`config.mk`:
```
export PLATFORM = sky130hd
export DESIGN_NAME = membus_arbiter_flat
export DESIGN_NICKNAME = d
export VERILOG_FILES = /design/src/rtl/membus_arbiter_pkg.sv /design/src/rtl/membus_arbiter_if.sv /design/src/rtl/membus_arb_sel.sv /design/src/rtl/membus_arbiter.sv /design/src/flat_wrapper.sv
export SDC_FILE = /design/constraint.sdc
export NUM_CORES = 1
export LEC_CHECK = 0
export BUFFER_PORTS_ARGS = -buffer_cell sky130_fd_sc_hd__buf_2
export CAP_MARGIN = 20
export CELL_PAD_IN_SITES_DETAIL_PLACEMENT = 1
export CELL_PAD_IN_SITES_GLOBAL_PLACEMENT = 2
export CORE_AREA = 5 5 216 218
export CTS_CLUSTER_SIZE = 8
export DETAILED_ROUTE_END_ITERATION = 8
export DIE_AREA = 0 0 221 223
export GPL_TIMING_DRIVEN = 0
export PLACE_DENSITY_LB_ADDON = 0.12
export SYNTH_ARGS = -nofsm -noshare
export SYNTH_HDL_FRONTEND = slang
export SYNTH_SLANG_ARGS = --single-unit
```
`constraint.sdc`:
```
create_clock -name clk -period 1.7 [get_ports clk]
set_input_delay 0.425 -clock clk [delete_from_list [all_inputs] [get_ports clk]]
set_output_delay 0.425 -clock clk [all_outputs]
set_load 0.01 [all_outputs]
```
`src/rtl/membus_arbiter_pkg.sv`:
```
// Shared types for the fetch/data memory bus arbiter.
// Round-robin arbitration is enabled by defining MEMBUS_ARB_RR_EN.
package membus_arbiter_pkg;

    localparam int XLEN              = 64;
    localparam int MEMBUS_DATA_WIDTH = 64;

    typedef logic [XLEN-1:0] Addr;
    typedef logic [4:0]      AMOOp;

    typedef enum logic [1:0] {
        IDLE,
        HOLD,
        WAIT
    } ArbState;

    typedef enum logic {
        FETCH,
        DATA
    } ArbOwner;

    // Fetches are always full doubleword reads
    localparam logic [2:0] FUNCT3_D = 3'b011;

endpackage

```
`src/rtl/membus_arbiter_if.sv`:
```
// Bundle of fetch, data and memory-side handshakes around the arbiter.
// slave: arbiter view; master: requester/memory environment view.
interface membus_arbiter_if #(
    parameter int ADDR_W = membus_arbiter_pkg::XLEN,
    parameter int DATA_W = membus_arbiter_pkg::MEMBUS_DATA_WIDTH
);
    import membus_arbiter_pkg::*;

    logic              i_valid;
    logic              i_ready;
    logic [ADDR_W-1:0] i_addr;
    logic              i_rvalid;
    logic [DATA_W-1:0] i_rdata;

    logic                d_valid;
    logic                d_ready;
    logic [ADDR_W-1:0]   d_addr;
    logic                d_wen;
    logic [DATA_W-1:0]   d_wdata;
    logic [DATA_W/8-1:0] d_wmask;
    logic                d_is_amo;
    AMOOp                d_amoop;
    logic                d_aq;
    logic                d_rl;
    logic [2:0]          d_funct3;
    logic                d_rvalid;
    logic [DATA_W-1:0]   d_rdata;

    logic                m_valid;
    logic                m_ready;
    logic [ADDR_W-1:0]   m_addr;
    logic                m_wen;
    logic [DATA_W-1:0]   m_wdata;
    logic [DATA_W/8-1:0] m_wmask;
    logic                m_is_amo;
    AMOOp                m_amoop;
    logic                m_aq;
    logic                m_rl;
    logic [2:0]          m_funct3;
    logic                m_rvalid;
    logic [DATA_W-1:0]   m_rdata;

    modport slave (
        input  i_valid, i_addr,
        output i_ready, i_rvalid, i_rdata,
        input  d_valid, d_addr, d_wen, d_wdata, d_wmask,
        input  d_is_amo, d_amoop, d_aq, d_rl, d_funct3,
        output d_ready, d_rvalid, d_rdata,
        output m_valid, m_addr, m_wen, m_wdata, m_wmask,
        output m_is_amo, m_amoop, m_aq, m_rl, m_funct3,
        input  m_ready, m_rvalid, m_rdata
    );

    modport master (
        output i_valid, i_addr,
        input  i_ready, i_rvalid, i_rdata,
        output d_valid, d_addr, d_wen, d_wdata, d_wmask,
        output d_is_amo, d_amoop, d_aq, d_rl, d_funct3,
        input  d_ready, d_rvalid, d_rdata,
        input  m_valid, m_addr, m_wen, m_wdata, m_wmask,
        input  m_is_amo, m_amoop, m_aq, m_rl, m_funct3,
        output m_ready, m_rvalid, m_rdata
    );

endinterface

```
`src/rtl/membus_arb_sel.sv`:
```
// Combinational two-way requester selector: fixed DATA priority,
// or alternating on contention when MEMBUS_ARB_RR_EN is defined.
module membus_arb_sel
    import membus_arbiter_pkg::*;
(
    input  logic    i_valid,
    input  logic    d_valid,
`ifdef MEMBUS_ARB_RR_EN
    input  ArbOwner last,
`endif
    output logic    any,
    output ArbOwner pick
);

    always_comb begin
        any  = i_valid | d_valid;
        pick = FETCH;
        unique case (1'b1)
            (i_valid & d_valid): begin
`ifdef MEMBUS_ARB_RR_EN
                pick = (last == DATA) ? FETCH : DATA;
`else
                pick = DATA;
`endif
            end
            (d_valid & ~i_valid): pick = DATA;
            default:              pick = FETCH;
        endcase
    end

endmodule

```
`src/rtl/membus_arbiter.sv`:
```
// Fetch/data arbiter for the shared core memory bus, one outstanding txn.
// Optional round-robin on contention via MEMBUS_ARB_RR_EN.
module membus_arbiter
    import membus_arbiter_pkg::*;
#(
    parameter int ADDR_W = XLEN,
    parameter int DATA_W = MEMBUS_DATA_WIDTH
) (
    input logic              clk,
    input logic              rst,
    membus_arbiter_if.slave  bus
);

    ArbState state_q;
    ArbOwner owner_q;
    ArbOwner pick;
    ArbOwner gnt;
    logic    any;
    logic    req_v;

`ifdef MEMBUS_ARB_RR_EN
    ArbOwner last_q;
`endif

    membus_arb_sel u_sel (
        .i_valid (bus.i_valid),
        .d_valid (bus.d_valid),
`ifdef MEMBUS_ARB_RR_EN
        .last    (last_q),
`endif
        .any     (any),
        .pick    (pick)
    );

    // Once a request is presented, the grant is locked to its owner
    assign gnt = (state_q == IDLE) ? pick : owner_q;

    always_comb begin
        req_v = 1'b0;
        case (state_q)
            IDLE:    req_v = any;
            HOLD:    req_v = (owner_q == DATA) ? bus.d_valid
                                               : bus.i_valid;
            default: req_v = 1'b0;
        endcase
    end

    always_comb begin
        bus.m_valid  = req_v;
        bus.m_addr   = {ADDR_W{1'b0}};
        bus.m_wen    = 1'b0;
        bus.m_wdata  = {DATA_W{1'b0}};
        bus.m_wmask  = {(DATA_W/8){1'b0}};
        bus.m_is_amo = 1'b0;
        bus.m_amoop  = '0;
        bus.m_aq     = 1'b0;
        bus.m_rl     = 1'b0;
        bus.m_funct3 = 3'b000;
        if (req_v && gnt == DATA) begin
            bus.m_addr   = bus.d_addr;
            bus.m_wen    = bus.d_wen;
            bus.m_wdata  = bus.d_wdata;
            bus.m_wmask  = bus.d_wmask;
            bus.m_is_amo = bus.d_is_amo;
            bus.m_amoop  = bus.d_amoop;
            bus.m_aq     = bus.d_aq;
            bus.m_rl     = bus.d_rl;
            bus.m_funct3 = bus.d_funct3;
        end else if (req_v) begin
            bus.m_addr   = bus.i_addr;
            bus.m_funct3 = FUNCT3_D;
        end
    end

    assign bus.i_ready  = req_v & (gnt == FETCH) & bus.m_ready;
    assign bus.d_ready  = req_v & (gnt == DATA) & bus.m_ready;

    assign bus.i_rvalid = (state_q == WAIT) & (owner_q == FETCH)
                        & bus.m_rvalid;
    assign bus.d_rvalid = (state_q == WAIT) & (owner_q == DATA)
                        & bus.m_rvalid;
    assign bus.i_rdata  = bus.m_rdata;
    assign bus.d_rdata  = bus.m_rdata;

    always_ff @(posedge clk or negedge rst) begin
        if (!rst) begin
            state_q <= IDLE;
            owner_q <= FETCH;
`ifdef MEMBUS_ARB_RR_EN
            last_q  <= FETCH;
`endif
        end else begin
`ifdef MEMBUS_ARB_RR_EN
            if (req_v && bus.m_ready) last_q <= gnt;
`endif
            case (state_q)
                IDLE: begin
                    if (any) begin
                        owner_q <= pick;
                        state_q <= bus.m_ready ? WAIT : HOLD;
                    end
                end
                HOLD: begin
                    if (!req_v)           state_q <= IDLE;
                    else if (bus.m_ready) state_q <= WAIT;
                end
                WAIT: begin
                    if (bus.m_rvalid) state_q <= IDLE;
                end
                default: state_q <= IDLE;
            endcase
        end
    end

endmodule

```
`src/flat_wrapper.sv`:
```
// flat-port wrapper written by rule: the top's interface ports become plain ports
module membus_arbiter_flat import membus_arbiter_pkg::*;
#(
    parameter int ADDR_W = XLEN,
    parameter int DATA_W = MEMBUS_DATA_WIDTH
)
  (clk, rst, bus_i_valid, bus_i_addr, bus_i_ready, bus_i_rvalid, bus_i_rdata, bus_d_valid, bus_d_addr, bus_d_wen, bus_d_wdata, bus_d_wmask, bus_d_is_amo, bus_d_amoop, bus_d_aq, bus_d_rl, bus_d_funct3, bus_d_ready, bus_d_rvalid, bus_d_rdata, bus_m_valid, bus_m_addr, bus_m_wen, bus_m_wdata, bus_m_wmask, bus_m_is_amo, bus_m_amoop, bus_m_aq, bus_m_rl, bus_m_funct3, bus_m_ready, bus_m_rvalid, bus_m_rdata);
  membus_arbiter_if #(.ADDR_W(ADDR_W), .DATA_W(DATA_W)) bus_i ();
  input logic clk;
  input logic rst;
  input wire logic [$bits(bus_i.i_valid)-1:0] bus_i_valid;
  input wire logic [$bits(bus_i.i_addr)-1:0] bus_i_addr;
  output wire logic [$bits(bus_i.i_ready)-1:0] bus_i_ready;
  output wire logic [$bits(bus_i.i_rvalid)-1:0] bus_i_rvalid;
  output wire logic [$bits(bus_i.i_rdata)-1:0] bus_i_rdata;
  input wire logic [$bits(bus_i.d_valid)-1:0] bus_d_valid;
  input wire logic [$bits(bus_i.d_addr)-1:0] bus_d_addr;
  input wire logic [$bits(bus_i.d_wen)-1:0] bus_d_wen;
  input wire logic [$bits(bus_i.d_wdata)-1:0] bus_d_wdata;
  input wire logic [$bits(bus_i.d_wmask)-1:0] bus_d_wmask;
  input wire logic [$bits(bus_i.d_is_amo)-1:0] bus_d_is_amo;
  input wire logic [$bits(bus_i.d_amoop)-1:0] bus_d_amoop;
  input wire logic [$bits(bus_i.d_aq)-1:0] bus_d_aq;
  input wire logic [$bits(bus_i.d_rl)-1:0] bus_d_rl;
  input wire logic [$bits(bus_i.d_funct3)-1:0] bus_d_funct3;
  output wire logic [$bits(bus_i.d_ready)-1:0] bus_d_ready;
  output wire logic [$bits(bus_i.d_rvalid)-1:0] bus_d_rvalid;
  output wire logic [$bits(bus_i.d_rdata)-1:0] bus_d_rdata;
  output wire logic [$bits(bus_i.m_valid)-1:0] bus_m_valid;
  output wire logic [$bits(bus_i.m_addr)-1:0] bus_m_addr;
  output wire logic [$bits(bus_i.m_wen)-1:0] bus_m_wen;
  output wire logic [$bits(bus_i.m_wdata)-1:0] bus_m_wdata;
  output wire logic [$bits(bus_i.m_wmask)-1:0] bus_m_wmask;
  output wire logic [$bits(bus_i.m_is_amo)-1:0] bus_m_is_amo;
  output wire logic [$bits(bus_i.m_amoop)-1:0] bus_m_amoop;
  output wire logic [$bits(bus_i.m_aq)-1:0] bus_m_aq;
  output wire logic [$bits(bus_i.m_rl)-1:0] bus_m_rl;
  output wire logic [$bits(bus_i.m_funct3)-1:0] bus_m_funct3;
  input wire logic [$bits(bus_i.m_ready)-1:0] bus_m_ready;
  input wire logic [$bits(bus_i.m_rvalid)-1:0] bus_m_rvalid;
  input wire logic [$bits(bus_i.m_rdata)-1:0] bus_m_rdata;
  assign bus_i.i_valid = bus_i_valid;
  assign bus_i.i_addr = bus_i_addr;
  assign bus_i_ready = bus_i.i_ready;
  assign bus_i_rvalid = bus_i.i_rvalid;
  assign bus_i_rdata = bus_i.i_rdata;
  assign bus_i.d_valid = bus_d_valid;
  assign bus_i.d_addr = bus_d_addr;
  assign bus_i.d_wen = bus_d_wen;
  assign bus_i.d_wdata = bus_d_wdata;
  assign bus_i.d_wmask = bus_d_wmask;
  assign bus_i.d_is_amo = bus_d_is_amo;
  assign bus_i.d_amoop = bus_d_amoop;
  assign bus_i.d_aq = bus_d_aq;
  assign bus_i.d_rl = bus_d_rl;
  assign bus_i.d_funct3 = bus_d_funct3;
  assign bus_d_ready = bus_i.d_ready;
  assign bus_d_rvalid = bus_i.d_rvalid;
  assign bus_d_rdata = bus_i.d_rdata;
  assign bus_m_valid = bus_i.m_valid;
  assign bus_m_addr = bus_i.m_addr;
  assign bus_m_wen = bus_i.m_wen;
  assign bus_m_wdata = bus_i.m_wdata;
  assign bus_m_wmask = bus_i.m_wmask;
  assign bus_m_is_amo = bus_i.m_is_amo;
  assign bus_m_amoop = bus_i.m_amoop;
  assign bus_m_aq = bus_i.m_aq;
  assign bus_m_rl = bus_i.m_rl;
  assign bus_m_funct3 = bus_i.m_funct3;
  assign bus_i.m_ready = bus_m_ready;
  assign bus_i.m_rvalid = bus_m_rvalid;
  assign bus_i.m_rdata = bus_m_rdata;
  membus_arbiter #(.ADDR_W(ADDR_W), .DATA_W(DATA_W)) u_core (.clk(clk), .rst(rst), .bus(bus_i));
endmodule
```
# Word-level counts from Yosys, hierarchy flattened
# Cells that the tools add are included.
totals:
  wordCells: 47
  in_bits: 282
  register_bits: 3
op_classes:
  n_mux: 21
  bitwise_logic: 14
  n_reduce_logical: 5
  n_eq_ne: 5
ops:
  columns: ["operator", "count"]
  rows:
  - ["two-way mux 64 bit", 3]
  - ["two-way mux 2 bit", 6]
  - ["AND 1 bit", 10]
  - ["two-way mux 8 bit", 1]
  - ["two-way mux 1 bit", 7]
  - ["one-hot mux 2 bit (3 select lines)", 1]
  - ["two-way mux 5 bit", 1]
  - ["two-way mux 3 bit", 1]
  - ["!= test 3 bit (second input constant)", 1]
  - ["NOT 1 bit", 3]
  - ["AND reduction 3 bit", 1]
  - ["equality test 2 x 1 -> 1 bit (second input constant)", 1]
  - ["equality test 2 bit (second input constant)", 1]
  - ["logical NOT 2 bit", 1]
  - ["!= test 2 x 1 -> 1 bit (second input constant)", 1]
  - ["!= test 2 bit (second input constant)", 1]
  - ["one-hot mux 1 bit (2 select lines)", 1]
  - ["AND reduction 2 bit", 1]
  - ["OR reduction 2 bit", 1]
  - ["logical AND 1 bit", 1]
  - ["OR 1 bit", 1]

# Longest topological paths before layout
# Gate-level depths: netlist of the first run.
depth:
  depth_word: 8
  depth_mapped: 5
  mapped_depth_nobuf: 3

# Hierarchy
# Synthesis of the first run repeated with hierarchy kept, for this count alone.
unflattened:
  cells_unflattened: 481
  area_unflattened_um2: 2999.1
modules_own_cells:
  columns: ["module", "n_inst", "seq_area_each_um2", "area_each_um2", "cells_each"]
  rows:
  - ["membus_arbiter", 1, 75.1, 2989.1, 479]
  - ["membus_arb_sel", 1, 0.0, 10.0, 2]

# Worst setup path after synthesis of the first run
# OpenSTA, ideal clock, no wires.
synth_timing:
  kind: "register to output"
  start: "register u_core.owner_q"
  end: "output port bus_m_addr[16]"
  stages_incl_launch_ff: 6
  slack_ns: -0.005
  arrival_ns: 1.280
  cell_sequence: "dfrtp_1 -> nand2b_1 -> and3_4 -> buf_6 -> buf_6 -> a22o_1"
synth_between:
  elab_chain_cells: 4
  elab_cells_between_ends: 6
synth_rtl:
  columns: ["item", "line", "source"]
  rows:
  - ["start, declared", "membus_arbiter.sv:15", "ArbOwner owner_q;"]
  - ["start signal, assigned", "membus_arbiter.sv:99", "owner_q <= pick;"]
  - ["two-way mux 1 bit", "membus_arbiter.sv:42", "HOLD: req_v = (owner_q == DATA) ? bus.d_valid"]
  - ["one-hot mux 1 bit (2 select lines)", "membus_arbiter.sv:40", "case (state_q)"]
  - ["two-way mux 64 bit / logical AND 1 bit (equally long branches)", "membus_arbiter.sv:69, membus_arbiter.sv:59", null]
  - ["two-way mux 64 bit *", "membus_arbiter.sv:59", "if (req_v && gnt == DATA) begin"]
  - ["end, declared", "flat_wrapper.sv:30", "output wire logic [$bits(bus_i.m_addr)-1:0] bus_m_addr;"]
# Mark *: on every way between the ends. The rest lies on a longest branch, timed or not.

# Worst setup path after layout of the first run
layout_timing:
  start: "register u_core.state_q[0]"
  end: "output port bus_m_addr[25]"
layout_between:
  elab_chain_cells: 4
  elab_cells_between_ends: 7
layout_rtl:
  columns: ["item", "line", "source"]
  rows:
  - ["start, declared", "membus_arbiter.sv:14", "ArbState state_q;"]
  - ["start signal, assigned", "membus_arbiter.sv:100", "state_q <= bus.m_ready ? WAIT : HOLD;"]
  - ["equality test 2 x 1 -> 1 bit / logical NOT 2 bit (equally long branches)", "membus_arbiter.sv:40, membus_arbiter.sv:36", null]
  - ["one-hot mux 1 bit (2 select lines) / two-way mux 1 bit (equally long branches)", "membus_arbiter.sv:40, membus_arbiter.sv:36", null]
  - ["two-way mux 64 bit / logical AND 1 bit (equally long branches)", "membus_arbiter.sv:69, membus_arbiter.sv:59", null]
  - ["two-way mux 64 bit *", "membus_arbiter.sv:59", null]
# Marked as above.

==> flow_metrics.tcl, run 1 <==
set metrics [dict create \
    drt_iter0_markers 67 \
    endpoint "bus_m_addr[25]" \
    cellLeakagePower_nw 3.77 \
    status "complete, but fails checks" \
    hold_viol 0 \
    r2r-end "u_core.state_q[1]" \
    seq_power_share_pct 2.9 \
    cts_made_buffers 3 \
    synth_top_area_share_pct 41.8 \
    dp_hpwl_mm 21.6 \
    crit_family "buffers and inverters" \
    ir_worst_vdd_uv 251 \
    rsz0062_at_grt "true" \
    critPathArrivalTime_ns 1.71 \
    ys_warn_count 0 \
    wl_per_cell_um 16.6 \
    ys_types 21 \
    wl_mm 24.0 \
    grt-ovfl-total 0 \
    cp_slowest_cell "dfrtp_2" \
    drive_gt1_share_pct 84.5 \
    period_minus_slack_ns 2.13 \
    startpoint "u_core.state_q[0]" \
    die_area_um2 49300 \
    worstSetupPathDepth 6 \
    portBuffers 498 \
    finClkSkew_ns 0.00151 \
    gp_congestion 0.780 \
    ant_nets 0 \
    whs_ns 0.411 \
    coreArea_um2 44700 \
    postLayoutCoreUtil_pct 14.9 \
    critPathCaptureType "output pin" \
    p_clk_share_pct 10.3 \
    grt_usage_pct 8.85 \
    rows 78 \
    p_switching_mw 1.46 \
    path_buf_inv 3 \
    grt_max_degree 11 \
    slew_headroom_pct 86.0 \
    sw_frac_of_total_pct 40.2 \
    synthesis.nets 606 \
    syn_area_um2 2430 \
    ios 563 \
    final_cell_area_um2 6640 \
    syn_area_per_cell_um2 7.49 \
    ff_latch_area_um2 76.3 \
    cts_tree "done" \
    drtPass1Iterations 4 \
    htree_levels 1 \
    crit_chain "nand2b_4 > and3b_2 > buf_12 > buf_8 > a22o_1 > buf_2" \
    viasPerCell 2.94 \
    clock_path_buffers 2 \
    cp.required_ns 1.27 \
    fin_crit_sh_pct 126 \
    cts_sinks 3 \
    nNetsFinal 1129 \
    synth_top_cell_by_area "buf_4" \
    pre_cts_slack_ns -0.485 \
    setup_violations 150 \
    slew_viol_final 0 \
    tightest_slew_ns 0.208 \
    hold_class "in -> reg" \
    drv_cap 0 \
    fin_tns_setup_ns -50.68 \
    path_class "reg -> out" \
    rr_startpoint "u_core.owner_q" \
    synth-seq-cells 3 \
    cpPeakStageDelay_ns 0.44 \
    syn2layout_area_growth_pct 174 \
    die_h_um 223 \
    root_buffer "clkbuf_16" \
    reg2regPathDepth 6 \
    p_int_mw 2.17 \
    pwr-share-comb_pct 86.8 \
    synth_cells 324 \
    fillCellCount 5487 \
    worst_slack_ns -0.435 \
    chipWidth_um 221 \
    dpl-instance-area_um2 5690 \
    multi_input_area_um2 1330 \
    first_global_vias 4696 \
    path_max_fanout 7 \
    vias 4255 \
    initial_core_util_pct 5.43 \
    synthTopCellsByArea "buf_4, a22o_1, and2_1" \
    synth-seq-area-share_pct 3.09 \
    failed_checks "negative setup slack" \
    fmax_ghz 0.468 \
    r2r_setup_slack_ns 0.17 \
    post-route-drc-count 0 \
    antenna_found_initial 7 \
    start_kind "flip-flop" \
    insertion_delay_ns 0.22 \
    power_density_nw_per_um2 546 \
    clk_pin_slew_worst_paths_ns 0.03 \
    grt_pass1_wl_mm 33.3 \
]
## state kept, by name, summed over array words and instances, names as in the netlist
register,count
u_core.state_q,2
u_core.owner_q,1
## through the flow
stage | instances | power (mW)
finish | 1447 | 3.62
global route | 1446 | 3.90
CTS | 1442 | 3.52
detailed placement | 1422 | 2.63
global placement | 1422 | 2.69
floorplan | 324 | 1.42
## routing by layer
metal  global-route usage (%)  wire [um]
met1                     8.27       7580
met2                     18.3      13500
met3                     4.04       2860
met4                    0.420        109
met5                        0          0
## final cells by class
| type | count | share of cell area, % |
|---|---|---|
| multi-input combinational | 168 | 20.1 |
| clock buffer | 4 | 1.19 |
| sequential | 3 | 1.15 |
| antenna | 1 | 0.0377 |
| tap | 600 | 11.3 |
| inverter | 2 | 0.113 |
| buffer | 150 | 19.8 |
| timing repair buffer | 519 | 46.3 |
## worst min-delay path by stage
stage                      startpoint           endpoint  slack, ns  depth (start not counted)
after floorplan                   rst     u_core.owner_q       0.13                          0
after global placement            rst  u_core.state_q[0]       0.22                          1
after detailed placement          rst  u_core.state_q[0]       0.23                          1
after CTS                 bus_m_ready  u_core.state_q[0]       0.41                          2
after global routing      bus_m_ready  u_core.state_q[0]       0.42                          2
final                     bus_m_ready  u_core.state_q[0]       0.41                          2
## power by group through the flow
stage | sequential (mW) | combinational (mW) | clock, mW
2_1_floorplan | 0.108 | 1.31 | 0
3_3_place_gp | 0.121 | 2.57 | 0
3_5_place_dp | 0.119 | 2.51 | 0
4_1_cts | 0.105 | 3.04 | 0.379
5_1_grt | 0.110 | 3.40 | 0.385
6_report | 0.107 | 3.14 | 0.373
## Yosys cell counts, drive strengths merged
cell type / n
a21boi: 1
a21oi: 2
a22o: 65
and2: 84
and3: 2
and3b: 1
buf: 143
clkbuf: 8
dfrtp: 3
inv: 2
nand2: 1
nand2b: 3
nand3: 3
nor2: 1
nor2b: 1
nor4: 1
o21ai: 2
o221a: 1
## cell families after synthesis
logic type	count (synthesis)	synth area share, %
DFF	3	3.09
AOI/OAI and AO/OA	71	25.1
buffers and inverters	153	46.9
and+or+nand+nor	97	24.9
## placed cells by master, fill, tap and decap left out, drive strengths merged
cell / n
buf: 659
and2: 84
a22o: 65
clkbuf: 13
nand2b: 3
nand3: 3
dfrtp: 3
a21oi: 2
o21ai: 2
inv: 2
and3: 2
diode: 1
a21boi: 1
o221a: 1
nand2: 1
and3b: 1
nor4: 1
nor2: 1
nor2b: 1
dlygate4sd3: 1
## timing repair
action	4_1_cts	5_1_grt
gates cloned	7	1
pin swaps	19	6
hold endpoints to repair	3	0
endpoints found under the setup margin	153	153
resized for setup	108	56
buffers inserted	9	3
hold buffers	1	0
No activity file was read; power rests on OpenSTA's default activity.
==> run 2, diff against run 1 <==
--- a/config.mk
+++ b/config.mk
@@ -15,6 +15,7 @@
 export DIE_AREA = 0 0 221 223
 export GPL_TIMING_DRIVEN = 0
 export PLACE_DENSITY_LB_ADDON = 0.12
+export SETUP_SLACK_MARGIN = 0.4
 export SYNTH_ARGS = -nofsm -noshare
 export SYNTH_HDL_FRONTEND = slang
 export SYNTH_SLANG_ARGS = --single-unit
==> run 2 against run 1 <==
Effect of this change:
- the flow still finishes with violations (negative setup slack)
- combinational power increased by 9.9%
- cell count about the same
- worst setup slack better by 0.0031 ns
- non-clock buffer count unchanged
==> flow_metrics.tcl, run 2 (synthesis results as in run 1) <==
set metrics [dict create \
    status "complete, but fails checks" \
    failed_checks "negative setup slack" \
    insertion_delay_ns 0.22 \
    ios 563 \
    ir_worst_vdd_uv 243 \
    slew_viol_final 0 \
    fin_crit_sh_pct 125 \
    fillCellCount 5450 \
    cellLeakagePower_nw 3.92 \
    grt_max_degree 11 \
    largest-register "u_core.state_q" \
    rows 78 \
    grt-ovfl-total 0 \
    path_max_fanout 8 \
    die_h_um 223 \
    coreArea_um2 44700 \
    setup_violations 151 \
    final_cell_mix "buf_2, buf_4, buf_6" \
    grt_pass1_wl_mm 32.0 \
    portBuffers 498 \
    antenna_found_initial 3 \
    pre_cts_slack_ns -0.385 \
    final_cell_area_um2 7090 \
    hold_class "in -> reg" \
    path_class "reg -> out" \
    syn2layout_area_growth_pct 192 \
    layoutNonFillerInstCount 1448 \
    fmax_ghz 0.469 \
    slew_headroom_pct 87.8 \
    dpl-instance-area_um2 5990 \
    tightest_slew_ns 0.181 \
    clk_pin_slew_worst_paths_ns 0.03 \
    drtPass1Iterations 4 \
    finClkSkew_ns 0.000759 \
    dp_cells 1422 \
    cts_made_buffers 3 \
    wl_mm 24.2 \
    largest_reg_flops 2 \
    cp.required_ns 1.27 \
    wl_per_cell_um 16.7 \
    gp_congestion 0.764 \
    chipWidth_um 221 \
    initial_core_util_pct 5.43 \
    finalPower_mw 3.93 \
    critPathCaptureType "output pin" \
    start_kind "flip-flop" \
    drv_cap 0 \
    htree_levels 1 \
    cts_sinks 3 \
    worst_slack_ns -0.432 \
    rsz0062_at_grt "true" \
    reg.largest.list "u_core.state_q: 2 flops, u_core.owner_q: 1 flops" \
    nNetsFinal 1129 \
    power_density_nw_per_um2 555 \
    mostFrequentLayoutCell "buf_2" \
    ant_nets 0 \
    vias 4167 \
    drive_gt1_share_pct 91.0 \
    die_area_um2 49300 \
    post-route-drc-count 0 \
    hold_viol 0 \
    drt_iter0_markers 52 \
    first_global_vias 4270 \
    period_minus_slack_ns 2.13 \
    grt_usage_pct 8.46 \
    root_buffer "clkbuf_16" \
    dp_hpwl_mm 21.5 \
    clock_path_buffers 2 \
    viasPerCell 2.88 \
    cts_tree "done" \
    critPathArrivalTime_ns 1.71 \
]
## run 2: worst max-delay path: stages, from the launching register on
cell	delay [ns]
dfrtp_2	0.43
nand2b_4	0.15
and3b_2	0.22
buf_12	0.16
buf_4	0.16
a22o_1	0.20
buf_2	0.14
## run 2: layer usage
metal  vias up  part of all wire (%)  wire, um  track usage, %
li1       2018                     -         -               -
met1      1913                    34      8130            8.33
met2       217                    59     14300            18.2
met3        15                   6.4      1540            2.21
met4         4                  0.52       125           0.480
met5         -                 0.099        24               0
## run 2: timing repair
item | 4_1_cts | 5_1_grt
hold endpoints to repair | 3 | 0
pin swaps | 5 | 8
gates resized for setup | 72 | 114
setup endpoints to repair | 153 | 153
gates cloned | 1 | 8
hold buffers | 1 | 0
setup buffers | 7 | 3
## run 2: area by class of cell
type / count / area [um^2] / share of cell area (%)
well taps: 600 / 751 / 10.6
inverters: 2 / 7.51 / 0.106
diodes: 2 / 5.00 / 0.0706
repair buffers: 518 / 3320 / 46.9
multi-input cells: 168 / 1500 / 21.1
clock buffers: 4 / 78.8 / 1.11
plain buffers: 151 / 1350 / 19.0
flip-flops and latches: 3 / 76.3 / 1.08
## run 2: stage by stage
stage | hold slack (ns) | util [%] | TNS, ns
finish | 0.410 | 15.9 | -54.83
global route | 0.436 | 15.9 | -65.68
detailed placement | 0.227 | 13.4 | -38.10
global placement | 0.226 | 13.4 | -38.91
CTS | 0.418 | 14.4 | -55.11
floorplan | 0.129 | - | 0
## run 2: power breakdown
part	internal [mW]	switching [mW]
Sequential	0.0895	0.0215
Combinational	2.01	1.43
Clock	0.309	0.0631
## run 2: path summary, 6_finish.rpt
| check | end | slack (ns) | start | cells after the start |
|---|---|---|---|---|
| max in group asynchronous | u_core.state_q[0] | 1.03 | rst | 2 |
| worst min-delay path | u_core.state_q[0] | 0.41 | bus_m_ready | 2 |
| min in group asynchronous | u_core.state_q[1] | 0.54 | rst | 2 |
| worst max register to register | u_core.state_q[1] | 0.47 | u_core.state_q[0] | 4 |
| worst min register to register | u_core.owner_q | 0.58 | u_core.owner_q | 2 |
| worst max-delay path | bus_m_addr[2] | -0.43 | u_core.state_q[0] | 6 |
